===== src/rtl/ifetch_ctrl.sv =====
// Instruction fetch controller: fetches one word per start command,
// holds it in the instruction register until the decoder consumes it,
// then issues a single-cycle PC update with the sequential or redirect target.
module ifetch_ctrl #(
    parameter int unsigned MAX_WAIT = 16,
    parameter int unsigned PC_STEP  = 4
) (
    input  logic        clk,
    input  logic        rst,
    input  logic [31:0] pc,
    input  logic        start,
    input  logic        redirect,
    input  logic [31:0] redirect_pc,
    output logic        imem_req,
    output logic [31:0] imem_addr,
    input  logic        imem_gnt,
    input  logic        imem_rvalid,
    input  logic [31:0] imem_rdata,
    output logic [31:0] ir,
    output logic        ir_valid,
    input  logic        ir_ack,
    output logic [31:0] npc,
    output logic        pc_en,
    output logic        busy,
    output logic        fetch_err
);

    localparam int unsigned CW = (MAX_WAIT < 1) ? 1 : $clog2(MAX_WAIT + 1);

    typedef enum logic [2:0] {
        S_IDLE,
        S_REQ,
        S_WAIT,
        S_HOLD,
        S_UPD,
        S_ERR
    } state_t;

    state_t        state, state_d;
    logic [CW-1:0] cnt, cnt_d;
    logic          req_d, irv_d, pc_en_d, busy_d, err_d;
    logic [31:0]   addr_d, ir_d, npc_d;
    logic [31:0]   target;

    // State and every output are registered; next values come from the comb block.
    always_ff @(posedge clk) begin
        if (rst) begin
            state     <= S_IDLE;
            cnt       <= '0;
            imem_req  <= 1'b0;
            imem_addr <= '0;
            ir        <= '0;
            ir_valid  <= 1'b0;
            npc       <= '0;
            pc_en     <= 1'b0;
            busy      <= 1'b0;
            fetch_err <= 1'b0;
        end else begin
            state     <= state_d;
            cnt       <= cnt_d;
            imem_req  <= req_d;
            imem_addr <= addr_d;
            ir        <= ir_d;
            ir_valid  <= irv_d;
            npc       <= npc_d;
            pc_en     <= pc_en_d;
            busy      <= busy_d;
            fetch_err <= err_d;
        end
    end

    // Next PC candidate: redirect target or sequential step (wraps at 2^32).
    always_comb begin
        target = redirect ? redirect_pc : (imem_addr + 32'(PC_STEP));
    end

    // Next-state and next-output logic; anything not assigned holds its value.
    always_comb begin
        state_d = state;
        cnt_d   = cnt;
        req_d   = imem_req;
        addr_d  = imem_addr;
        ir_d    = ir;
        irv_d   = ir_valid;
        npc_d   = npc;
        pc_en_d = 1'b0;
        err_d   = fetch_err;

        unique case (state)
            S_IDLE: begin
                if (start) begin
                    if (pc[1:0] == 2'b00) begin
                        addr_d  = pc;
                        req_d   = 1'b1;
                        state_d = S_REQ;
                    end else begin
                        err_d   = 1'b1;
                        state_d = S_ERR;
                    end
                end
            end
            S_REQ: begin
                if (imem_gnt) begin
                    req_d   = 1'b0;
                    cnt_d   = '0;
                    state_d = S_WAIT;
                end
            end
            S_WAIT: begin
                // A response in the final counted cycle still beats the timeout.
                if (imem_rvalid) begin
                    ir_d    = imem_rdata;
                    irv_d   = 1'b1;
                    state_d = S_HOLD;
                end else if (cnt == CW'(MAX_WAIT)) begin
                    err_d   = 1'b1;
                    state_d = S_ERR;
                end else begin
                    cnt_d = cnt + 1'b1;
                end
            end
            S_HOLD: begin
                if (ir_ack) begin
                    irv_d = 1'b0;
                    npc_d = target;
                    if (redirect && (redirect_pc[1:0] != 2'b00)) begin
                        err_d   = 1'b1;
                        state_d = S_ERR;
                    end else begin
                        pc_en_d = 1'b1;
                        state_d = S_UPD;
                    end
                end
            end
            S_UPD: begin
                state_d = S_IDLE;
            end
            S_ERR: begin
                req_d = 1'b0;
                err_d = 1'b1;
            end
            default: begin
                state_d = S_IDLE;
            end
        endcase

        busy_d = (state_d != S_IDLE);
    end

endmodule


===== config.mk =====
export PLATFORM = sky130hd
export DESIGN_NAME = ifetch_ctrl
export DESIGN_NICKNAME = d
export VERILOG_FILES = /design/src/rtl/ifetch_ctrl.sv
export SDC_FILE = /design/constraint.sdc
export NUM_CORES = 1
export LEC_CHECK = 0
export ABC_AREA = 1
export ABC_CLOCK_PERIOD_IN_PS = 1700
export CAP_MARGIN = 25
export CORE_UTILIZATION = 55
export DETAILED_ROUTE_END_ITERATION = 8
export DONT_BUFFER_PORTS = 1
export GPL_TIMING_DRIVEN = 0
export PLACE_DENSITY = 0.71
export SYNTH_ARGS = -nofsm -noshare
export SYNTH_HDL_FRONTEND = slang
export SYNTH_SLANG_ARGS = --single-unit

===== constraint.sdc =====
create_clock -name clk -period 1.7 [get_ports clk]
set_input_delay 0.34 -clock clk [delete_from_list [all_inputs] [get_ports clk]]
set_output_delay 0.34 -clock clk [all_outputs]
set_load 0.1 [all_outputs]

== Word level (Yosys, flattened, before mapping) ==
Index checks and enable logic that the tools add are counted.

* Equality and inequality tests: 15
* Multiplexer cells: 28
* Bitwise logic cells: 2
* Reductions and logical operators: 17
* Add/sub/neg operators: 2

{| class="wikitable"
|+ Operators by type and width
! cell !! count
|-
| $add 32x3->32 const B || 1
|-
| $mux 32 || 1
|-
| $ne 2x2->1 const B || 10
|-
| $mux 3 || 6
|-
| $mux 5 || 3
|-
| $pmux 3 s5 || 1
|-
| $mux 1 || 13
|-
| $pmux 5 s2 || 1
|-
| $reduce_and 4->1 || 2
|-
| $reduce_and 7->1 || 1
|-
| $eq 3x2->1 const B || 2
|-
| $reduce_and 3->1 || 2
|-
| $reduce_bool 2->1 || 3
|-
| $reduce_bool 3->1 || 2
|-
| $add 5x1->5 const B || 1
|-
| $eq 5x5->1 const B || 1
|-
| $pmux 1 s4 || 1
|-
| $reduce_and 2->1 || 2
|-
| $reduce_bool 4->1 || 1
|-
| $eq 3x1->1 const B || 1
|-
| $eq 3x3->1 const B || 1
|-
| $logic_not 3->1 || 1
|-
| $pmux 1 s3 || 1
|-
| $reduce_or 3->1 || 1
|-
| 4 further kinds || 5
|}

* Output and inout bits: 101
* Register bits: 109
* Bits of input ports: 103

== Logic depth before layout (Yosys ltp) ==
Gate-level depths: netlist (run 1).

* Depth after elaboration: 6
* Mapped depth: 10
* Mapped depth without buffers: 10

== Least setup slack after synthesis (run 1) ==
No wires, ideal clock.

* Path kind: reg2reg
* Start point: register imem_addr[3]
* End point: register npc[14]
* Setup time: 0.071 ns
* Buffers on the path: 0
* Path slack: -0.512 ns
* Stages on the path, launching flop included: 9
* Period minus slack after synthesis: 2.212 ns
* Required time: 1.629 ns
* Data arrival time: 2.141 ns
* Cell sequence: dfxtp_1 > ha_1 > nand3_1 > inv_1 > nand2_2 > nor2_4 > xor2_1 > nand2_1 > a21oi_1

* Word-level cells in the longest chain between the ends: 2

{| class="wikitable"
|+ RTL lines
! element !! RTL line !! text
|-
| from (decl) || 15 || <nowiki>output logic [31:0] imem_addr,</nowiki>
|-
| from (signal assigned) || 62 || <nowiki>imem_addr <= addr_d;</nowiki>
|-
| $add 32x3->32 || 74 || <nowiki>target = redirect ? redirect_pc : (imem_addr + 32'(PC_STEP));</nowiki>
|-
| $mux 32 || 74 ||
|-
| to (signal assigned) || 65 || <nowiki>npc <= npc_d;</nowiki>
|-
| to (decl) || 22 || <nowiki>output logic [31:0] npc,</nowiki>
|}

No other way between the ends.
A chain may end at the register's enable or synchronous reset.

== Final worst setup path (run 1) ==
* Start point: register imem_addr[2]
* End point: register npc[14]

The elaborated chain is that of the path after synthesis.

==> results of run 1 <==
==> stage by stage <==
step / area [um^2] / setup TNS (ns)
6_report: 6000 / -0.321
5_1_grt: 6000 / -1.64
4_1_cts: 5800 / -0.111
3_5_place_dp: 5380 / -5.06
3_3_place_gp: 5380 / -4.76
2_1_floorplan: 5250 / 0
==> cell type report <==
cell class / instances / area share, %
multi-input combinational: 553 / 47.3
sequential: 109 / 39.6
buffer: 39 / 3.48
inverter: 51 / 3.29
tap: 111 / 2.31
clock buffer: 10 / 2.13
timing repair buffer: 8 / 1.00
clock inverter: 6 / 0.896
==> power groups by stage <==
| stage | registers [mW] | clock network (mW) | logic [mW] |
|---|---|---|---|
| floorplan | 3.37 | 0 | 0.395 |
| global placement | 3.40 | 0 | 0.491 |
| detailed placement | 3.41 | 0 | 0.506 |
| CTS | 3.34 | 1.55 | 0.514 |
| global route | 3.37 | 1.68 | 0.592 |
| finish | 3.35 | 1.53 | 0.527 |
==> critical path, cell delays in order (launching register included) <==
cell	delay [ns]
dfxtp_4	0.61
ha_4	0.22
nand3_4	0.11
inv_4	0.11
nand2_4	0.07
nor2_4	0.17
xor2_1	0.18
nand2_1	0.11
a21oi_1	0.14
==> path summary, 6_finish.rpt <==
path | end | slack, ns | cells after the start
max | npc[14]$_SDFFE_PP0P_ | -0.07 | 8
min | imem_addr[15]$_SDFFE_PP0P_ | 0.09 | 2
max reg2reg | npc[14]$_SDFFE_PP0P_ | -0.07 | 8
min reg2reg | cnt[4]$_SDFFE_PP0P_ | 0.51 | 2
==> timing repair <==
item                                    4_1_cts  5_1_grt
setup buffers                                 3        5
endpoints found under the setup margin       72       52
pin swaps                                     4       13
gates resized for setup                      96       67
hold buffers                                  0        0
cloned                                        0        0
==> layer usage <==
metal	up-vias	part of all wire, %	global-route usage [%]
li1	2505	-	-
met1	2393	42	39.2
met2	247	45	48.6
met3	23	11	9.77
met4	0	1.3	6.90
met5	-	0	0
==> registers in the layout, summed over array words and instances (netlist names) <==
register and count:
busy 1, cnt 5, fetch_err 1, imem_addr 32, imem_req 1, ir 32, ir_valid 1, npc 32
pc_en 1, state 3
==> logic make-up after synthesis <==
kind of cell	share of synthesized area (%)
AND/OR/NAND/NOR	30.8
adder cells (fa/ha/maj)	0.721
AO/OA/AOI/OAI	16.9
flip-flops	41.9
buffers and inverters	7.72
XOR/XNOR	2.02
==> placed cells by master, fill, tap and decap left out, types with 2 or more instances in the layout <==
cell        n
nand2_1   157
a21oi_1    96
nor2_1     84
dfxtp_2    74
nand3_1    63
o21ai_0    55
inv_1      43
dfxtp_4    27
clkbuf_1   21
nand2_2    13
nor2_4     13
nor2_2     12
nand2_4    10
buf_2      10
buf_4       9
clkbuf_8    9
xor2_1      8
dfxtp_1     8
buf_6       6
o21ai_1     6
inv_2       5
a21oi_2     5
a31oi_1     4
nor3_1      4
nand4_1     4
xnor2_1     3
nand3_2     3
clkinv_2    2
inv_4       2
o211ai_2    2
nor3_2      2
nand3b_1    2
ha_1        2
inv_8       2
inv_6       2
==> reports/summary.md, run 1 <==
## Layout
* proportion of layout cells with a drive suffix above 1: 27.7%
* diodes inserted: 0
* Fill cells: 799
* area taken by multi-input logic gates: 0.00284 mm^2
* final cell count without fillers: 887
* net count reported at finish: 877
* synthesis-to-layout area growth: 15.4%
* Reg area: 0.00238 mm^2
* fin util: 65.3%

## Routing
* number of nets with antenna violations after detailed routing: 0
* first-iteration detailed-routing DRC count: 305
* Remaining DRCs: 0
* Avg Vias per Cell: 5.83
* Total Routed Length: 15.6 mm
* router iterations before antenna repair: 6
* final routed wire length divided by cell count: 17.6 um
* total vias in the final route: 5168

## Outcome
* failing checks: setup timing
* status: finished, violations left

## Worst setup path
* startpoint types: flip-flop
* Critical Path RT: 2.03 ns
* endpoint kind of the worst setup timing path: flip-flop
* maximum net fanout on the critical path: 6
* crit path from: imem_addr[2]$_SDFFE_PP0P_
* launch point of the worst reg-to-reg path: imem_addr[2]$_SDFFE_PP0P_
* type of the worst setup path: reg2reg
* signal arrival time at the worst endpoint: 2.10 ns

## Pwr
* Switching Power: 2.03 mW
* Pwr per Cell Area: 901 mW/mm^2
* IR Drop Worst-Case VDD: 614 uV
* combinational share of power: 9.7%
* sequential share of power: 62.0%
* total power: 5.41 mW
* clock network power share: 28.3%
* Switching Fraction: 37.5%
* leakage power figure: 2.22 nW
* internal power: 3.38 mW

## Placed design
* dpl cells: 863
* number of input and output port buffers inserted: 0
* minimum setup slack after placement: -0.321 ns
* global placer's final weighted congestion: 0.970
* Detail Placement HPWL: 11.6 mm

## Global route
* pin count of the biggest net entering global routing: 20
* total global routing overflow: 0
* vias in the first global route: 4695
* aggregate global-route resource usage: 30.1%
* wire length of the first global-routing pass: 23.4 mm
* antenna violations before repair: 0

## Synthesis
* Synth top area share: 41.9%
* part of the Yosys area used for sequential elements: 41.9%
* Yosys reg bits: 109
* most frequent cells after synthesis: nand2_1 (170), dfxtp_1 (109), a21oi_1 (101), nor2_1 (101), nand3_1 (67)
* average instance area after synthesis: 6.92 um^2
* count of yosys warnings during synthesis: 0
* Area contributors post-synth: dfxtp_1 (42%), nand2_1 (12%), a21oi_1 (9.7%)
* most repeated cell in the gate-level netlist after synthesis: nand2_1
* cells after synthesis: 752
* number of synthesized flops with an enable pin: 0
* unique cell type count in the Yosys netlist: 31
* Cell Area, Synth: 0.00520 mm^2
* number of nets produced by synthesis: 858
* cell type contributing the most total cell area after synthesis: dfxtp_1
* prevailing post-synth register cell: dfxtp_1
* share of synthesized registers carrying an async set or reset: 0%

## Hold path
* class of the tightest hold or removal check: in2reg
* startpoint of the tightest hold check path: pc[15]

## Clocking
* number of buffers added by the clock tree synthesis step: 9
* CTS Buffer Depth: 2
* post-CTS clock slew at the launch and capture registers of the worst setup and hold paths: 0.12 ns
* H-tree levels: 3
* later-pin clock latency in the skew report: 0.39 ns
* TritonCTS clock tree: done
* root buffer cell: clkbuf_8
* clock sink count: 109

## Floorplanning
* Die Width: 99.3 um
* Die Span Y: 99.3 um
* number of placement rows: 35
* Die ar.: 0.00985 mm^2
* I/O pin count: 204
* core area: 0.00920 mm^2
* initial cell density of the core: 56.6%

## Timing
* shortest period the worst path allows: 1.77 ns
* achievable frequency: 565 MHz
* setup repair after global routing missed its margin: yes
* Worst Setup Slack, final: -0.0713 ns
* Final setup viols: 8
* relative slew slack: 55.4%
* worst hold-check slack: 0.0855 ns
* share of the clock period used by the worst path: 104%
* max-slew violations: 0
* setup clock skew after layout: 0.0191 ns
* final hold viol count: 0
* pin slew with the least headroom to its limit: 0.669 ns

## Run
* reported max-cap violation count: 0

(Power assumes the default switching activity.)
==> run 2, diff against run 1 <==
--- a/config.mk
+++ b/config.mk
@@ -13,6 +13,7 @@
 export DONT_BUFFER_PORTS = 1
 export GPL_TIMING_DRIVEN = 0
 export PLACE_DENSITY = 0.71
+export SLEW_MARGIN = 10
 export SYNTH_ARGS = -nofsm -noshare
 export SYNTH_HDL_FRONTEND = slang
 export SYNTH_SLANG_ARGS = --single-unit
==> results of run 2 <==
Final layout, timing and power as in run 1 (identical DEF).
==> run 3, diff against run 2 <==
--- a/config.mk
+++ b/config.mk
@@ -8,11 +8,11 @@
 export ABC_AREA = 1
 export ABC_CLOCK_PERIOD_IN_PS = 1700
 export CAP_MARGIN = 25
-export CORE_UTILIZATION = 55
+export CORE_UTILIZATION = 30
 export DETAILED_ROUTE_END_ITERATION = 8
 export DONT_BUFFER_PORTS = 1
 export GPL_TIMING_DRIVEN = 0
-export PLACE_DENSITY = 0.71
+export PLACE_DENSITY = 0.45
 export SLEW_MARGIN = 10
 export SYNTH_ARGS = -nofsm -noshare
 export SYNTH_HDL_FRONTEND = slang
==> run 3 against run 2 <==
Compared with the run above:
- the run still ends with setup timing left
- via count is 1.4% lower
- register-to-register slack barely moved
- final area is 5.7% higher
- sequential power is essentially flat
- final cell count grew 12%
- routed wire length is 17% higher
- flip-flop and latch count did not move
- worst setup slack improved by 0.0018 ns
- critical endpoint is now npc[22]$_SDFFE_PP0P_
==> reports/summary.md, run 3 (same netlist as run 1, synthesis figures left out) <==
## Pwr
* sequential share of power: 52.1%, was 62.0%
* Switching Power: 2.16 mW, was 2.03 mW
* Pwr per Cell Area: 1020 mW/mm^2, was 901 mW/mm^2
* internal power: 4.28 mW, was 3.38 mW
* leakage power figure: 2.35 nW, was 2.22 nW
* Switching Fraction: 33.6%, was 37.5%
* IR Drop Worst-Case VDD: 574 uV, was 614 uV
* combinational share of power: 8.4%, was 9.7%
* clock network power share: 39.5%, was 28.3%
* total power: 6.44 mW, was 5.41 mW

## Worst setup path
* startpoint types: flip-flop, unchanged
* maximum net fanout on the critical path: 6, unchanged
* buffering stage count on the worst path with inverters included: 1, unchanged
* slack of the worst reg-to-reg path: -0.07 ns, about the same
* type of the worst setup path: reg2reg, unchanged
* cell with the largest stage delay on the worst path: dfxtp_4, unchanged
* R2R depth: 9, was 8
* Critical Path RT: 1.99 ns, was 2.03 ns
* peak per-stage delay on the critical path: 0.59 ns, was 0.61 ns
* endpoint kind of the worst setup timing path: flip-flop, unchanged
* signal arrival time at the worst endpoint: 2.06 ns, was 2.10 ns
* launch point of the worst reg-to-reg path: imem_addr[2]$_SDFFE_PP0P_, unchanged
* CP dominant cell by count: nand2_1
* ordered cell list for the critical path: ha_4, nand3_4, inv_4, nand2_4, nor2_4, nand2_1, nand2_1, nand3_2, a21oi_2, was ha_4, nand3_4, inv_4, nand2_4, nor2_4, xor2_1, nand2_1, a21oi_1
* cell class contributing the biggest share of worst-path delay: simple AND/OR/NAND/NOR gates, was flip-flops
* capture instance of the worst register-to-register path: npc[22]$_SDFFE_PP0P_, was npc[14]$_SDFFE_PP0P_

## Global route
* vias in the first global route: 4953, was 4695
* total global routing overflow: 0, unchanged
* pin count of the biggest net entering global routing: 20, unchanged
* aggregate global-route resource usage: 20.4%, was 30.1%
* wire length of the first global-routing pass: 27.7 mm, was 23.4 mm
* antenna violations before repair: 2, was 0

## Layout
* Fill cells: 1796, was 799
* synthesis-to-layout area growth: 22.0%, was 15.4%
* commonest cells after routing, fill and taps aside: nand2_1 (151), a21oi_1 (95), nor2_1 (77), nand3_1 (61), o21ai_0 (57), was nand2_1 (157), a21oi_1 (96), nor2_1 (84), dfxtp_2 (74), nand3_1 (63)
* net count reported at finish: 874, was 877
* leading registers by flop count: imem_addr x32, ir x32, npc x32, unchanged
* commonest non-fill, non-tap cell in the layout: nand2_1, unchanged
* proportion of layout cells with a drive suffix above 1: 24.1%, was 27.7%
* diodes inserted: 0, unchanged

## Timing
* setup repair after global routing missed its margin: yes, unchanged
* Final setup viols: 6, was 8
* shortest period the worst path allows: 1.77 ns, about the same
* relative slew slack: 33.6%, was 55.4%
* pin slew with the least headroom to its limit: 0.995 ns, was 0.669 ns
* achievable frequency: 565 MHz, about the same
* max-slew violations: 0, unchanged
* setup clock skew after layout: 0.00673 ns, was 0.0191 ns
* Worst Setup Slack, final: -0.0695 ns, was -0.0713 ns
* share of the clock period used by the worst path: 104%, about the same
* final hold viol count: 0, unchanged

## Hold path
* capture endpoint of the worst hold path: imem_addr[9]$_SDFFE_PP0P_, was imem_addr[15]$_SDFFE_PP0P_
* startpoint of the tightest hold check path: pc[9], was pc[15]
* Min-Delay Path Depth: 2, unchanged
* class of the tightest hold or removal check: in2reg, unchanged

## Clocking
* number of buffers added by the clock tree synthesis step: 9, unchanged
* TritonCTS clock tree: done, unchanged
* later-pin clock latency in the skew report: 0.36 ns, was 0.39 ns
* clock sink count: 109, unchanged
* root buffer cell: clkbuf_16, was clkbuf_8
* CTS Buffer Depth: 2, unchanged
* post-CTS clock slew at the launch and capture registers of the worst setup and hold paths: 0.08 ns, was 0.12 ns
* number of hold-repair buffers added at the cts stage: 0, unchanged
* H-tree levels: 3, unchanged

## Floorplanning
* number of placement rows: 47, was 35
* Die Width: 134 um, was 99.3 um
* core area: 0.0168 mm^2, was 0.00920 mm^2
* I/O pin count: 204, unchanged
* initial cell density of the core: 31.0%, was 56.6%
* Die Span Y: 134 um, was 99.3 um
* Die ar.: 0.0179 mm^2, was 0.00985 mm^2

## Routing
* Avg Vias per Cell: 5.13, was 5.83
* total vias in the final route: 5094, was 5168
* Total Routed Length: 18.2 mm, was 15.6 mm
* final routed wire length divided by cell count: 18.4 um, was 17.6 um
* Remaining DRCs: 0, unchanged
* first-iteration detailed-routing DRC count: 288, was 305
* router iterations before antenna repair: 5, was 6
* number of nets with antenna violations after detailed routing: 0, unchanged

## Outcome
* failing checks: setup timing, unchanged
* status: finished, violations left, unchanged

## Placed design
* minimum setup slack after placement: -0.352 ns, was -0.321 ns
* global placer's final weighted congestion: 0.872, was 0.970
* number of input and output port buffers inserted: 0, unchanged
* Detail Placement HPWL: 14.1 mm, was 11.6 mm

## Run
* reported max-cap violation count: 0, unchanged

run 3: cell types whose count changed in the layout (fill, tap and decap cells not counted), sizes merged:
| cell | delta |
|---|---|
| buf | -3 |
| clkbuf | -1 |
| bufinv | +3 |
| clkinvlp | +1 |
| clkinv | -2 |
| inv | -1 |
run 3: repair_timing:
action | CTS | global route
endpoints found under the hold margin | 0 | 0
gates cloned | 0 | 0
setup buffers | 3 | 2
pin swaps | 5 | 9
resized for setup | 74 | 71
setup endpoints to repair | 39 | 36
run 3: worst max-delay path by stage:
| stage | to | cells past startpoint | startpoint | slack, ns |
|---|---|---|---|---|
| global placement | npc[29]$_SDFFE_PP0P_ | 9 | imem_addr[9]$_SDFFE_PP0P_ | -0.38 |
| CTS | npc[14]$_SDFFE_PP0P_ | 8 | imem_addr[3]$_SDFFE_PP0P_ | -0.07 |
| floorplan | npc[21]$_SDFFE_PP0P_ | 9 | imem_addr[5]$_SDFFE_PP0P_ | 0.02 |
| finish | npc[22]$_SDFFE_PP0P_ | 9 | imem_addr[2]$_SDFFE_PP0P_ | -0.07 |
| detailed placement | npc[28]$_SDFFE_PP0P_ | 9 | imem_addr[8]$_SDFFE_PP0P_ | -0.35 |
| global route | npc[30]$_SDFFE_PP0P_ | 9 | imem_addr[13]$_SDFFE_PP0P_ | -0.13 |
run 3: layout make-up:
type	count	area (um^2)	share of cell area [%]
multi-input combinational	553	2950	46.5
sequential	109	2320	36.5
tap	220	275	4.34
clock buffer	9	225	3.55
buffer	39	209	3.29
inverter	51	198	3.11
clock inverter	7	129	2.03
timing repair buffer	5	37.5	0.591
run 3: power groups by stage:
stage	combinational, mW	sequential (mW)	clock, mW
2_1_floorplan	0.395	3.37	0
3_3_place_gp	0.517	3.41	0
3_5_place_dp	0.528	3.41	0
4_1_cts	0.535	3.34	2.60
5_1_grt	0.620	3.37	2.70
6_report	0.542	3.36	2.55
run 3: metrics by stage:
| step | hold slack [ns] | utilization (%) | instances | setup TNS (ns) | cell area (um^2) |
|---|---|---|---|---|---|
| 2_1_floorplan | 0.470 | - | 752 | 0 | 5250 |
| 4_1_cts | 0.103 | 36.4 | 991 | -0.419 | 6100 |
| 3_3_place_gp | 0.477 | 32.9 | 972 | -8.25 | 5520 |
| 5_1_grt | 0.109 | 37.9 | 993 | -1.41 | 6350 |
| 6_report | 0.115 | 37.9 | 993 | -0.210 | 6350 |
| 3_5_place_dp | 0.485 | 32.9 | 972 | -9.71 | 5520 |
run 3: metal layers:
metal	part of all wire [%]	vias up	track usage [%]
li1	-	2507	-
met1	44	2389	26.8
met2	46	175	32.1
met3	7.8	21	5.71
met4	1.7	2	6.76
met5	0.071	-	0
